## config.mk

```make
export PLATFORM = sky130hd
export DESIGN_NAME = psr_flags_flat
export DESIGN_NICKNAME = d
export VERILOG_FILES = /design/src/rtl/psr_flags_if.sv /design/src/rtl/psr_flags.sv /design/src/flat_wrapper.sv
export SDC_FILE = /design/constraint.sdc
export NUM_CORES = 1
export LEC_CHECK = 0
export ABC_AREA = 1
export BUFFER_PORTS_ARGS = -buffer_cell sky130_fd_sc_hd__buf_2
export CAP_MARGIN = 20
export CORE_ASPECT_RATIO = 0.8
export CORE_MARGIN = 2
export CORE_UTILIZATION = 51
export CTS_BUF_LIST = sky130_fd_sc_hd__clkbuf_4
export CTS_CLUSTER_DIAMETER = 100
export DETAILED_ROUTE_END_ITERATION = 6
export PLACE_DENSITY = 0.91
export SLEW_MARGIN = 10
export SYNTH_ARGS = -nofsm -noshare
export SYNTH_HDL_FRONTEND = slang
export SYNTH_SLANG_ARGS = --single-unit
export TNS_END_PERCENT = 1
```

## constraint.sdc

```tcl
create_clock -name clk -period 1.5 [get_ports clk]
set_input_delay 0 -clock clk [delete_from_list [all_inputs] [get_ports clk]]
set_output_delay 0 -clock clk [all_outputs]
set_load 0.005 [all_outputs]
```

## src/rtl/psr_flags_if.sv

```systemverilog
// psr_flags_if: request/response bundle for the PSR stage.
//   master : pipeline side; drives ALU flags, update mask, LPR load and
//            interrupt save/restore requests, and observes the PSR outputs.
//   slave  : psr_flags side; the mirror image.
interface psr_flags_if #(
    parameter int WIDTH = 16
);
    logic             alu_valid;
    logic [4:0]       flag_we;      // {Z,N,F,L,C}
    logic             alu_c;
    logic             alu_l;
    logic             alu_f;
    logic             alu_n;
    logic             alu_z;
    logic             lpr_we;
    logic [WIDTH-1:0] lpr_data;
    logic             irq_save;
    logic             irq_restore;

    logic [WIDTH-1:0] psr_out;
    logic             C;
    logic             L;
    logic             F;
    logic             N;
    logic             Z;
    logic             ie;
    logic             shadow_valid;
    logic             save_err;
    logic             restore_err;

    modport master (
        output alu_valid, flag_we, alu_c, alu_l, alu_f, alu_n, alu_z,
               lpr_we, lpr_data, irq_save, irq_restore,
        input  psr_out, C, L, F, N, Z, ie, shadow_valid, save_err, restore_err
    );

    modport slave (
        input  alu_valid, flag_we, alu_c, alu_l, alu_f, alu_n, alu_z,
               lpr_we, lpr_data, irq_save, irq_restore,
        output psr_out, C, L, F, N, Z, ie, shadow_valid, save_err, restore_err
    );
endinterface

```

## src/rtl/psr_flags.sv

```systemverilog
// psr_flags: processor status register feeding the condition decoder.
//   clk, rst_n : clock (rising edge), asynchronous active-low reset.
//   bus        : psr_flags_if.slave -- ALU flag update under flag_we mask,
//                whole-word LPR load, single-level interrupt shadow
//                (irq_save / irq_restore); outputs psr_out, C/L/F/N/Z, ie,
//                shadow_valid and one-cycle save_err / restore_err pulses.
// Bit map: C=0, L=2, F=5, Z=6, N=7, E=9; every other bit reads 0.
// Optional: define PSR_FLAG_BYPASS_EN to forward ALU flags combinationally
// onto C/L/F/N/Z for zero-latency compare-then-branch.
module psr_flags #(
    parameter int WIDTH = 16
) (
    input  logic        clk,
    input  logic        rst_n,
    psr_flags_if.slave  bus
);
    localparam int C_BIT = 0;
    localparam int L_BIT = 2;
    localparam int F_BIT = 5;
    localparam int Z_BIT = 6;
    localparam int N_BIT = 7;
    localparam int E_BIT = 9;
    localparam logic [WIDTH-1:0] PSR_MASK = WIDTH'((1 << C_BIT) | (1 << L_BIT) |
        (1 << F_BIT) | (1 << Z_BIT) | (1 << N_BIT) | (1 << E_BIT));

    logic [WIDTH-1:0] psr_q, psr_d;
    logic [WIDTH-1:0] shadow_q, shadow_d;
    logic             shadow_valid_q, shadow_valid_d;
    logic             save_err_q, save_err_d;
    logic             restore_err_q, restore_err_d;

    logic [WIDTH-1:0] psr_nxt;
    logic             restore_ok;
    logic             save_ok;

    always_comb begin
        // A restore only counts when there is something to restore.
        restore_ok = bus.irq_restore && shadow_valid_q;
        save_ok    = bus.irq_save && !shadow_valid_q && !restore_ok;

        psr_nxt = psr_q;
        if (restore_ok) begin
            psr_nxt = shadow_q;
        end else if (bus.lpr_we) begin
            psr_nxt = bus.lpr_data & PSR_MASK;
        end else if (bus.alu_valid) begin
            if (bus.flag_we[0]) psr_nxt[C_BIT] = bus.alu_c;
            if (bus.flag_we[1]) psr_nxt[L_BIT] = bus.alu_l;
            if (bus.flag_we[2]) psr_nxt[F_BIT] = bus.alu_f;
            if (bus.flag_we[3]) psr_nxt[N_BIT] = bus.alu_n;
            if (bus.flag_we[4]) psr_nxt[Z_BIT] = bus.alu_z;
        end

        // Shadow captures the post-update word so a same-cycle ALU/LPR
        // write is not lost; the live copy then has interrupts disabled.
        psr_d          = psr_nxt;
        shadow_d       = shadow_q;
        shadow_valid_d = shadow_valid_q;
        if (save_ok) begin
            shadow_d       = psr_nxt;
            psr_d[E_BIT]   = 1'b0;
            shadow_valid_d = 1'b1;
        end else if (restore_ok) begin
            shadow_valid_d = 1'b0;
        end

        // A save dropped in favour of a restore is not an error.
        save_err_d    = bus.irq_save && shadow_valid_q && !restore_ok;
        restore_err_d = bus.irq_restore && !shadow_valid_q;
    end

    always_ff @(posedge clk or negedge rst_n) begin
        if (!rst_n) begin
            psr_q          <= '0;
            shadow_q       <= '0;
            shadow_valid_q <= 1'b0;
            save_err_q     <= 1'b0;
            restore_err_q  <= 1'b0;
        end else begin
            psr_q          <= psr_d;
            shadow_q       <= shadow_d;
            shadow_valid_q <= shadow_valid_d;
            save_err_q     <= save_err_d;
            restore_err_q  <= restore_err_d;
        end
    end

    assign bus.psr_out      = psr_q;
    assign bus.ie           = psr_q[E_BIT];
    assign bus.shadow_valid = shadow_valid_q;
    assign bus.save_err     = save_err_q;
    assign bus.restore_err  = restore_err_q;

`ifdef PSR_FLAG_BYPASS_EN
    logic fwd;
    assign fwd   = bus.alu_valid && !restore_ok && !bus.lpr_we;
    assign bus.C = (fwd && bus.flag_we[0]) ? bus.alu_c : psr_q[C_BIT];
    assign bus.L = (fwd && bus.flag_we[1]) ? bus.alu_l : psr_q[L_BIT];
    assign bus.F = (fwd && bus.flag_we[2]) ? bus.alu_f : psr_q[F_BIT];
    assign bus.N = (fwd && bus.flag_we[3]) ? bus.alu_n : psr_q[N_BIT];
    assign bus.Z = (fwd && bus.flag_we[4]) ? bus.alu_z : psr_q[Z_BIT];
`else
    assign bus.C = psr_q[C_BIT];
    assign bus.L = psr_q[L_BIT];
    assign bus.F = psr_q[F_BIT];
    assign bus.N = psr_q[N_BIT];
    assign bus.Z = psr_q[Z_BIT];
`endif

endmodule

```

## src/flat_wrapper.sv

```systemverilog
// flat-port wrapper written by rule: the top's interface ports become plain ports
module psr_flags_flat 
#(
    parameter int WIDTH = 16
)
  (clk, rst_n, bus_alu_valid, bus_flag_we, bus_alu_c, bus_alu_l, bus_alu_f, bus_alu_n, bus_alu_z, bus_lpr_we, bus_lpr_data, bus_irq_save, bus_irq_restore, bus_psr_out, bus_C, bus_L, bus_F, bus_N, bus_Z, bus_ie, bus_shadow_valid, bus_save_err, bus_restore_err);
  psr_flags_if #(.WIDTH(WIDTH)) bus_i ();
  input  logic clk;
  input  logic rst_n;
  input wire logic [$bits(bus_i.alu_valid)-1:0] bus_alu_valid;
  input wire logic [$bits(bus_i.flag_we)-1:0] bus_flag_we;
  input wire logic [$bits(bus_i.alu_c)-1:0] bus_alu_c;
  input wire logic [$bits(bus_i.alu_l)-1:0] bus_alu_l;
  input wire logic [$bits(bus_i.alu_f)-1:0] bus_alu_f;
  input wire logic [$bits(bus_i.alu_n)-1:0] bus_alu_n;
  input wire logic [$bits(bus_i.alu_z)-1:0] bus_alu_z;
  input wire logic [$bits(bus_i.lpr_we)-1:0] bus_lpr_we;
  input wire logic [$bits(bus_i.lpr_data)-1:0] bus_lpr_data;
  input wire logic [$bits(bus_i.irq_save)-1:0] bus_irq_save;
  input wire logic [$bits(bus_i.irq_restore)-1:0] bus_irq_restore;
  output wire logic [$bits(bus_i.psr_out)-1:0] bus_psr_out;
  output wire logic [$bits(bus_i.C)-1:0] bus_C;
  output wire logic [$bits(bus_i.L)-1:0] bus_L;
  output wire logic [$bits(bus_i.F)-1:0] bus_F;
  output wire logic [$bits(bus_i.N)-1:0] bus_N;
  output wire logic [$bits(bus_i.Z)-1:0] bus_Z;
  output wire logic [$bits(bus_i.ie)-1:0] bus_ie;
  output wire logic [$bits(bus_i.shadow_valid)-1:0] bus_shadow_valid;
  output wire logic [$bits(bus_i.save_err)-1:0] bus_save_err;
  output wire logic [$bits(bus_i.restore_err)-1:0] bus_restore_err;
  assign bus_i.alu_valid = bus_alu_valid;
  assign bus_i.flag_we = bus_flag_we;
  assign bus_i.alu_c = bus_alu_c;
  assign bus_i.alu_l = bus_alu_l;
  assign bus_i.alu_f = bus_alu_f;
  assign bus_i.alu_n = bus_alu_n;
  assign bus_i.alu_z = bus_alu_z;
  assign bus_i.lpr_we = bus_lpr_we;
  assign bus_i.lpr_data = bus_lpr_data;
  assign bus_i.irq_save = bus_irq_save;
  assign bus_i.irq_restore = bus_irq_restore;
  assign bus_psr_out = bus_i.psr_out;
  assign bus_C = bus_i.C;
  assign bus_L = bus_i.L;
  assign bus_F = bus_i.F;
  assign bus_N = bus_i.N;
  assign bus_Z = bus_i.Z;
  assign bus_ie = bus_i.ie;
  assign bus_shadow_valid = bus_i.shadow_valid;
  assign bus_save_err = bus_i.save_err;
  assign bus_restore_err = bus_i.restore_err;
  psr_flags #(.WIDTH(WIDTH)) u_core (.clk(clk), .rst_n(rst_n), .bus(bus_i));
endmodule
```

=== Yosys cells after proc, flatten, opt, wreduce, memory -nomap -nowiden ===
Cells that the tools add are included.

* Mux-type cells: 18
* Reductions and logical operators: 9

{| class="wikitable"
|+ Operators with widths
! kind !! number
|-
| 16-bit two-way mux || 1
|-
| 1-bit two-way mux || 13
|-
| 8-bit two-way mux || 1
|-
| 1-bit logical AND || 6
|-
| 3-bit two-way mux || 2
|-
| 1-bit zero test || 2
|-
| 2-bit two-way mux || 1
|-
| 2-bit nonzero test || 1
|}

* Register bits after elaboration: 35
* Output and inout port bits: 25
* Word-level logic and storage cells: 32

=== Depth between registers and ports, before layout ===
Gate-level depths: netlist of the first run.

* Word-level depth: 5
* Gate-level depth with buffers: 6
* Mapped depth without buffers: 5

=== Least setup slack after synthesis of the first run ===
OpenSTA, ideal clock, no wires.

* Path kind: register -> register
* From: reg u_core.shadow_valid_q, in the netlist u_core.bus.shadow_valid
* To: reg u_core.shadow_q[6]
* Data arrival time: 1.025 ns
* Path slack: 0.410 ns
* Stages on the path, launching flop included: 7
* Period minus slack after synthesis: 1.090 ns
* Cells stage by stage: dfrtp_1 nand2_2 inv_2 buf_6 nor2_1 nand3_1 nand2_1

* Longest elaborated chain between the ends: 3

{| class="wikitable"
|+ RTL lines
! element !! line !! RTL
|-
| start: declaration || psr_flags.sv:28 || <nowiki>logic shadow_valid_q, shadow_valid_d;</nowiki>
|-
| start signal: assignment || psr_flags.sv:82 || <nowiki>shadow_valid_q <= shadow_valid_d;</nowiki>
|-
| 1-bit zero test or 1-bit logical AND (tied branches) || psr_flags.sv:39, psr_flags.sv:38 ||
|-
| 1-bit logical AND or 1-bit zero test (tied branches) || psr_flags.sv:39 || <nowiki>save_ok = bus.irq_save && !shadow_valid_q && !restore_ok;</nowiki>
|-
| 1-bit logical AND || psr_flags.sv:39 ||
|-
| end signal: assignment || psr_flags.sv:81 || <nowiki>shadow_q <= shadow_d;</nowiki>
|-
| end: declaration || psr_flags.sv:27 || <nowiki>logic [WIDTH-1:0] shadow_q, shadow_d;</nowiki>
|}

Parallel ways exist; a longest one is shown, timed or not.
A chain may end at the register's enable or synchronous reset.

=== Worst setup path in the final report of the first run ===
* From: reg u_core.shadow_valid_q, in the netlist u_core.bus.shadow_valid
* To: reg u_core.save_err_q, in the netlist u_core.bus.save_err

* Longest elaborated chain between the ends: 3

{| class="wikitable"
|+ RTL lines
! element !! line !! RTL
|-
| 1-bit logical AND || psr_flags.sv:38 || <nowiki>restore_ok = bus.irq_restore && shadow_valid_q;</nowiki>
|-
| 1-bit zero test || psr_flags.sv:68 || <nowiki>save_err_d = bus.irq_save && shadow_valid_q && !restore_ok;</nowiki>
|-
| 1-bit logical AND (*) || psr_flags.sv:68 ||
|-
| via u_core.save_err_d || psr_flags.sv:29 || <nowiki>logic save_err_q, save_err_d;</nowiki>
|-
| end signal: assignment || psr_flags.sv:83 || <nowiki>save_err_q <= save_err_d;</nowiki>
|-
| end: declaration || psr_flags.sv:29 ||
|}

Mark *: on every way through the listed nets, which the timed path passes. The rest lies on a longest branch.

==> flow_metrics.env, run 1 <==
export IMPL_synth_edf_count=0
export IMPL_io_buffers=46
export IMPL_synth_top_family_by_area="simple AND/OR/NAND/NOR gates"
export IMPL_syn_mean_instance_area_um2=8.024
export IMPL_synth_async_reset_ratio_pct=100.0
export IMPL_setup_viol=0
export IMPL_synthFlopType="dfrtp_1"
export IMPL_die_x_um=66.09
export IMPL_run_status="completed"
export IMPL_clk_pin_slew_ps=100
export IMPL_yosys_area_top_type_share_pct=55.69
export IMPL_die_y_um=53.67
export IMPL_clkSinkCount=35
export IMPL_highest_layer="met4"
export IMPL_p_leak_nw=1.005
export IMPL_synth_warnings=0
export IMPL_grt_util_all_layers_pct=19.43
export IMPL_n_antenna_cell=0
export IMPL_wl_mm=2.914
export IMPL_worst_slack_ps=156.2
export IMPL_fin_area_um2=1883
export IMPL_ios=57
export IMPL_wl_per_cell_um=10.30
export IMPL_synth_seq_area_share_pct=55.69
export IMPL_yosys_top_cells_count="nand2_1 (58), dfrtp_1 (35), inv_1 (25)"
export IMPL_start_util_pct=55.18
export IMPL_crit_buf_inv=2
export IMPL_first_global_vias=1174
export IMPL_layout_nets=276
export IMPL_synth_area_top_cells="dfrtp_1 (56%), nand2_1 (14%), o21ai_0 (7.0%), inv_1 (6.0%), nor2_1 (5.3%)"
export IMPL_synthXorXnorAreaFrac_pct=0
export IMPL_path_delay_family="buffers and inverters"
export IMPL_vias=1317
export IMPL_synth_area_um2=1573
export IMPL_layout_drive_gt1_share_pct=24.08
export IMPL_hp_class="in2reg"
export IMPL_die_area_um2=3547
export IMPL_fillers=257
export IMPL_antenna_found_initial=0
export IMPL_power_per_cell_area_nw_per_um2=1016
export IMPL_placed_area_um2=1800
export IMPL_rows=17
export IMPL_drt_initial_drc_count=55
export IMPL_wl_met3_um=197
export IMPL_hold_violations=0
export IMPL_r2r_start="u_core.bus.shadow_valid"
export IMPL_root_buffer="clkbuf_4"
export IMPL_critPathLaunchType="flop"
export IMPL_drv_slew=0
export IMPL_wl_met2_mm=1.345
export IMPL_worst_pin_slew_ps=428.9
export IMPL_coreArea_um2=2850
export IMPL_slew_headroom_pct=71.41
export IMPL_critPathLaunch="u_core.bus.shadow_valid"
export IMPL_tns_ps=0
export IMPL_synth_area_leader_cell="dfrtp_1"
export IMPL_dr_pass1_iters=4
export IMPL_h_tree_depth=2
export IMPL_synth_nets=228
export IMPL_grt_overflow=0
export IMPL_endpoint_kind="flop"
export IMPL_yosysMostFrequentCell="nand2_1"
export IMPL_drt_drc_violations_left=0
export IMPL_fin_skew_ps=9.272
export IMPL_rsz0062_at_grt="false"
export IMPL_avgViaCountPerCell=4.654
export IMPL_grt_pass1_wl_mm=5.043
export IMPL_synthToLayoutAreaGrowth_pct=19.73
export IMPL_fmax_ghz=0.7442
export IMPL_ant_nets=0
export IMPL_worstPathMaxFanout=5
export IMPL_worstSetupPathType="reg2reg"
export IMPL_clk_latency_ps=330
export IMPL_synthCells=196
export IMPL_cts_tree="done"
export IMPL_post_place_ws_ps=298.9
export IMPL_cpMaxStageDelayCell="dlygate4sd3_1"
export IMPL_synth_fa_ha_area_share_pct=0
export IMPL_wl_met1_mm=1.319
export IMPL_peakVddDrop_uv=626.0
export IMPL_dp_hpwl_mm=2.070
export IMPL_crit_chain="inv_1 > nor3_1 > dlygate4sd3_1"
export IMPL_cap_violations=0
export IMPL_slowest_delay_ps=580
export IMPL_grt_start_max_net_pins=36
export IMPL_post_route_min_period_ps=1344
export IMPL_cts_buffers=5
export IMPL_cp_required_ps=1770
export IMPL_cts_buffer_depth=2
export IMPL_ys_ff_latch=35
export IMPL_final_util_pct=66.07
export IMPL_yosys_cell_types_count=17
export IMPL_critical_path_arrival_ps=1610
export IMPL_worst_hold_startpoint="bus_lpr_data[9]"
export IMPL_synthSimpleGateAreaFrac_pct=24.98
export IMPL_fin_crit_sh_pct=89.59
export IMPL_synth_compound_area_share_pct=7.796
export IMPL_globalplace_congestion=0.7045
export IMPL_synthMuxAreaShare_pct=0
==> registers in the layout (all words and copies together), names as in the netlist <==
name                     count
u_core.bus.restore_err       1
u_core.bus.psr_out          16
u_core.bus.shadow_valid      1
u_core.shadow_q             16
u_core.bus.save_err          1
==> per-layer routing <==
| metal | track usage (%) | vias to the layer above |
|---|---|---|
| met4 | 10.20 | 0 |
| met5 | 0 | - |
| met3 | 4.393 | 5 |
| met2 | 32.33 | 38 |
| li1 | - | 694 |
| met1 | 24.08 | 580 |
==> worst register-to-register path, delay by kind of cell (launching register included) <==
family	cells	cell delay (ps)
and+or+nand+nor	1	180
buffers and inverters	2	660
DFF	1	450
==> final timing paths <==
kind / end / slack (ps) / depth (start not counted)
min in group asynchronous: u_core.bus.psr_out[5] / 210 / 3
worst max register to register: u_core.bus.save_err / 160 / 3
worst max-delay path: u_core.bus.save_err / 160 / 3
worst min-delay path: u_core.shadow_q[9] / 20 / 5
worst min register to register: u_core.bus.psr_out[0] / 480 / 2
max in group asynchronous: u_core.bus.save_err / 980 / 3
==> area by class of cell <==
cell class,count,area [um2],share of cell area (%)
sequential,35,875.8,46.51
timing repair buffer,53,290.3,15.42
clock buffer,6,45.04,2.392
clock inverter,2,7.507,0.3987
multi-input combinational,122,515.5,27.38
inverter,27,101.3,5.382
tap,38,47.55,2.525
==> layout by cell type, fill, tap and decap left out, drive strengths merged <==
cell type,Yosys,routed
nor2,23,23
dlygate4sd3,0,3
dfrtp,35,35
nor3,1,1
inv,26,26
clkinv,1,3
nand3,15,15
o21ai,23,23
buf,11,50
nand2,59,59
o31ai,1,1
clkbuf,1,6
==> kinds of logic (layout without fill, tap and decap cells) <==
logic type	Yosys count	after routing
simple gates	98	98
buf+inv	39	88
flops	35	35
compound gates	24	24
==> power by group <==
part / internal (W) / switching, W / total, W
registers: 0.00103 / 0.0000536 / 0.00108
clock network: 0.000192 / 0.000295 / 0.000487
logic: 0.000145 / 0.000197 / 0.000342
total: 0.00137 / 0.000546 / 0.00191
==> what timing repair did <==
item | in CTS | in global routing
hold endpoints to repair | 38 | 0
resized for setup | 0 | 0
buffers inserted | 0 | 0
hold buffers | 3 | 0
==> stage by stage <==
stage                     hold slack, ps  std cells  total power, W
after global routing               28.16        283        0.002049
after CTS                          12.47        283        0.001932
after detailed placement           53.73        272        0.001444
final                              19.06        283        0.001913
after global placement             51.92        272        0.001428
after floorplan                   -295.6        196        0.001320
Power figures use the tool's default switching activity.
==> run 2: changes to the inputs <==
--- a/config.mk
+++ b/config.mk
@@ -6,15 +6,15 @@
 export NUM_CORES = 1
 export LEC_CHECK = 0
 export ABC_AREA = 1
-export BUFFER_PORTS_ARGS = -buffer_cell sky130_fd_sc_hd__buf_2
 export CAP_MARGIN = 20
 export CORE_ASPECT_RATIO = 0.8
 export CORE_MARGIN = 2
-export CORE_UTILIZATION = 51
+export CORE_UTILIZATION = 64
 export CTS_BUF_LIST = sky130_fd_sc_hd__clkbuf_4
 export CTS_CLUSTER_DIAMETER = 100
 export DETAILED_ROUTE_END_ITERATION = 6
-export PLACE_DENSITY = 0.91
+export DONT_BUFFER_PORTS = 1
+export PLACE_DENSITY = 0.89
 export SLEW_MARGIN = 10
 export SYNTH_ARGS = -nofsm -noshare
 export SYNTH_HDL_FRONTEND = slang
==> flow_metrics.env, run 2 (synthesis gave the netlist of run 1 again) <==
export IMPL_critical_path_arrival_ps=1640
export IMPL_setup_viol=0
export IMPL_rows=16
export IMPL_critPathLaunchType="flop"
export IMPL_post_place_ws_ps=375.5
export IMPL_cts_tree="done"
export IMPL_vias=1380
export IMPL_crit_buf_inv=2
export IMPL_fin_crit_sh_pct=90.84
export IMPL_n_antenna_cell=0
export IMPL_first_global_vias=1383
export IMPL_die_x_um=59.43
export IMPL_rsz0062_at_grt="false"
export IMPL_drt_drc_violations_left=0
export IMPL_run_status="completed"
export IMPL_ant_nets=0
export IMPL_clk_pin_slew_ps=100
export IMPL_hold_violations=0
export IMPL_peakVddDrop_uv=821.6
export IMPL_drv_slew=0
export IMPL_clkSinkCount=35
export IMPL_endpoint_kind="flop"
export IMPL_io_buffers=0
export IMPL_power_per_cell_area_nw_per_um2=1036
export IMPL_worstSetupPathType="reg2reg"
export IMPL_globalplace_congestion=0.8230
export IMPL_wl_mm=3.515
export IMPL_dp_hpwl_mm=2.021
export IMPL_slew_headroom_pct=66.87
export IMPL_reg2regPathDepth=3
export IMPL_worstPathMaxFanout=5
export IMPL_fmax_ghz=0.7339
export IMPL_antenna_found_initial=0
export IMPL_die_area_um2=2873
export IMPL_synthToLayoutAreaGrowth_pct=18.22
export IMPL_post_route_min_period_ps=1363
export IMPL_path_delay_family="buffers and inverters"
export IMPL_clk_latency_ps=330
export IMPL_mostFrequentLayoutCell="nand2_1"
export IMPL_final_util_pct=78.05
export IMPL_p_leak_nw=0.8931
export IMPL_h_tree_depth=2
export IMPL_grt_start_max_net_pins=36
export IMPL_ios=57
export IMPL_fin_skew_ps=1.908
export IMPL_cts_buffers=5
export IMPL_worstHoldPathCells=5
export IMPL_root_buffer="clkbuf_4"
export IMPL_grt_pass1_wl_mm=6.058
export IMPL_grt_overflow=0
export IMPL_layout_drive_gt1_share_pct=6.849
export IMPL_crit_chain="inv_1 > nor3_1 > dlygate4sd3_1"
export IMPL_layout_common_cells="nand2_1 (58), dfrtp_1 (35), inv_1 (25)"
export IMPL_die_y_um=48.34
export IMPL_drt_initial_drc_count=60
export IMPL_worst_pin_slew_ps=495.4
export IMPL_cp_required_ps=1780
export IMPL_tns_ps=0
export IMPL_cts_buffer_depth=2
export IMPL_cpMaxStageDelayCell="dlygate4sd3_1"
export IMPL_slowest_delay_ps=570
export IMPL_coreArea_um2=2382
export IMPL_grt_util_all_layers_pct=28.55
export IMPL_cts_setup_buffers=0
export IMPL_hp_class="in2reg"
export IMPL_crit_cells=3
export IMPL_avgViaCountPerCell=5.610
export IMPL_layout_nets=250
export IMPL_cap_violations=0
export IMPL_wl_per_cell_um=14.29
export IMPL_fin_area_um2=1859
export IMPL_worst_slack_ps=137.4
export IMPL_placed_area_um2=1549
export IMPL_dr_pass1_iters=5
export IMPL_start_util_pct=66.02
-- run 2: layer usage --
metal	vias up	GRT usage, %	share of wire (%)
li1	639	-	-
met1	652	34.73	38
met2	69	46.15	50
met3	20	8.289	7.3
met4	0	13.26	4.0
met5	-	0	0
-- run 2: repair_timing --
action,CTS,global route
resized for setup,0,1
hold buffers,24,0
setup endpoints to repair,0,3
hold endpoints to repair,70,0
-- run 2: final timing paths --
| check | start | to | slack (ps) |
|---|---|---|---|
| setup / recovery | u_core.bus.shadow_valid | u_core.bus.save_err | 140 |
| hold / removal | bus_irq_save | u_core.shadow_q[3] | 30 |
| setup reg to reg | u_core.bus.shadow_valid | u_core.bus.save_err | 140 |
| hold reg to reg | u_core.shadow_q[5] | u_core.shadow_q[5] | 500 |
| max in group asynchronous | rst_n | u_core.bus.psr_out[2] | 1220 |
| min in group asynchronous | rst_n | u_core.bus.psr_out[8] | 110 |
-- run 2: metrics by stage --
stage / std cells / hold slack [ps] / power [W]
after floorplan: 196 / -295.6 / 0.001320
after global placement: 214 / -294.7 / 0.001310
after detailed placement: 214 / -294.8 / 0.001328
after CTS: 246 / 17.49 / 0.001917
after global routing: 246 / 65.59 / 0.002021
final: 246 / 25.54 / 0.001926
-- run 2: worst min-delay path, stage by stage --
cell and delay, ps:
inv_1 80, nor2_2 60, o21ai_0 60, o21ai_0 80, inv_1 50
-- run 2: final cells by class --
cell class                 count  area (um2)
clock inverter                 1       5.005
sequential                    35       875.8
multi-input combinational    122       515.5
tap                           27       33.78
clock buffer                   7       52.55
inverter                      27       101.3
timing repair buffer          27       275.3
fill                         151       523.0
-- run 2: power by group --
group / switching (W) / internal, W / total, W
registers: 0.0000794 / 0.00103 / 0.00111
clock network: 0.000299 / 0.000219 / 0.000518
logic: 0.000181 / 0.000117 / 0.000297
total: 0.000559 / 0.00137 / 0.00193
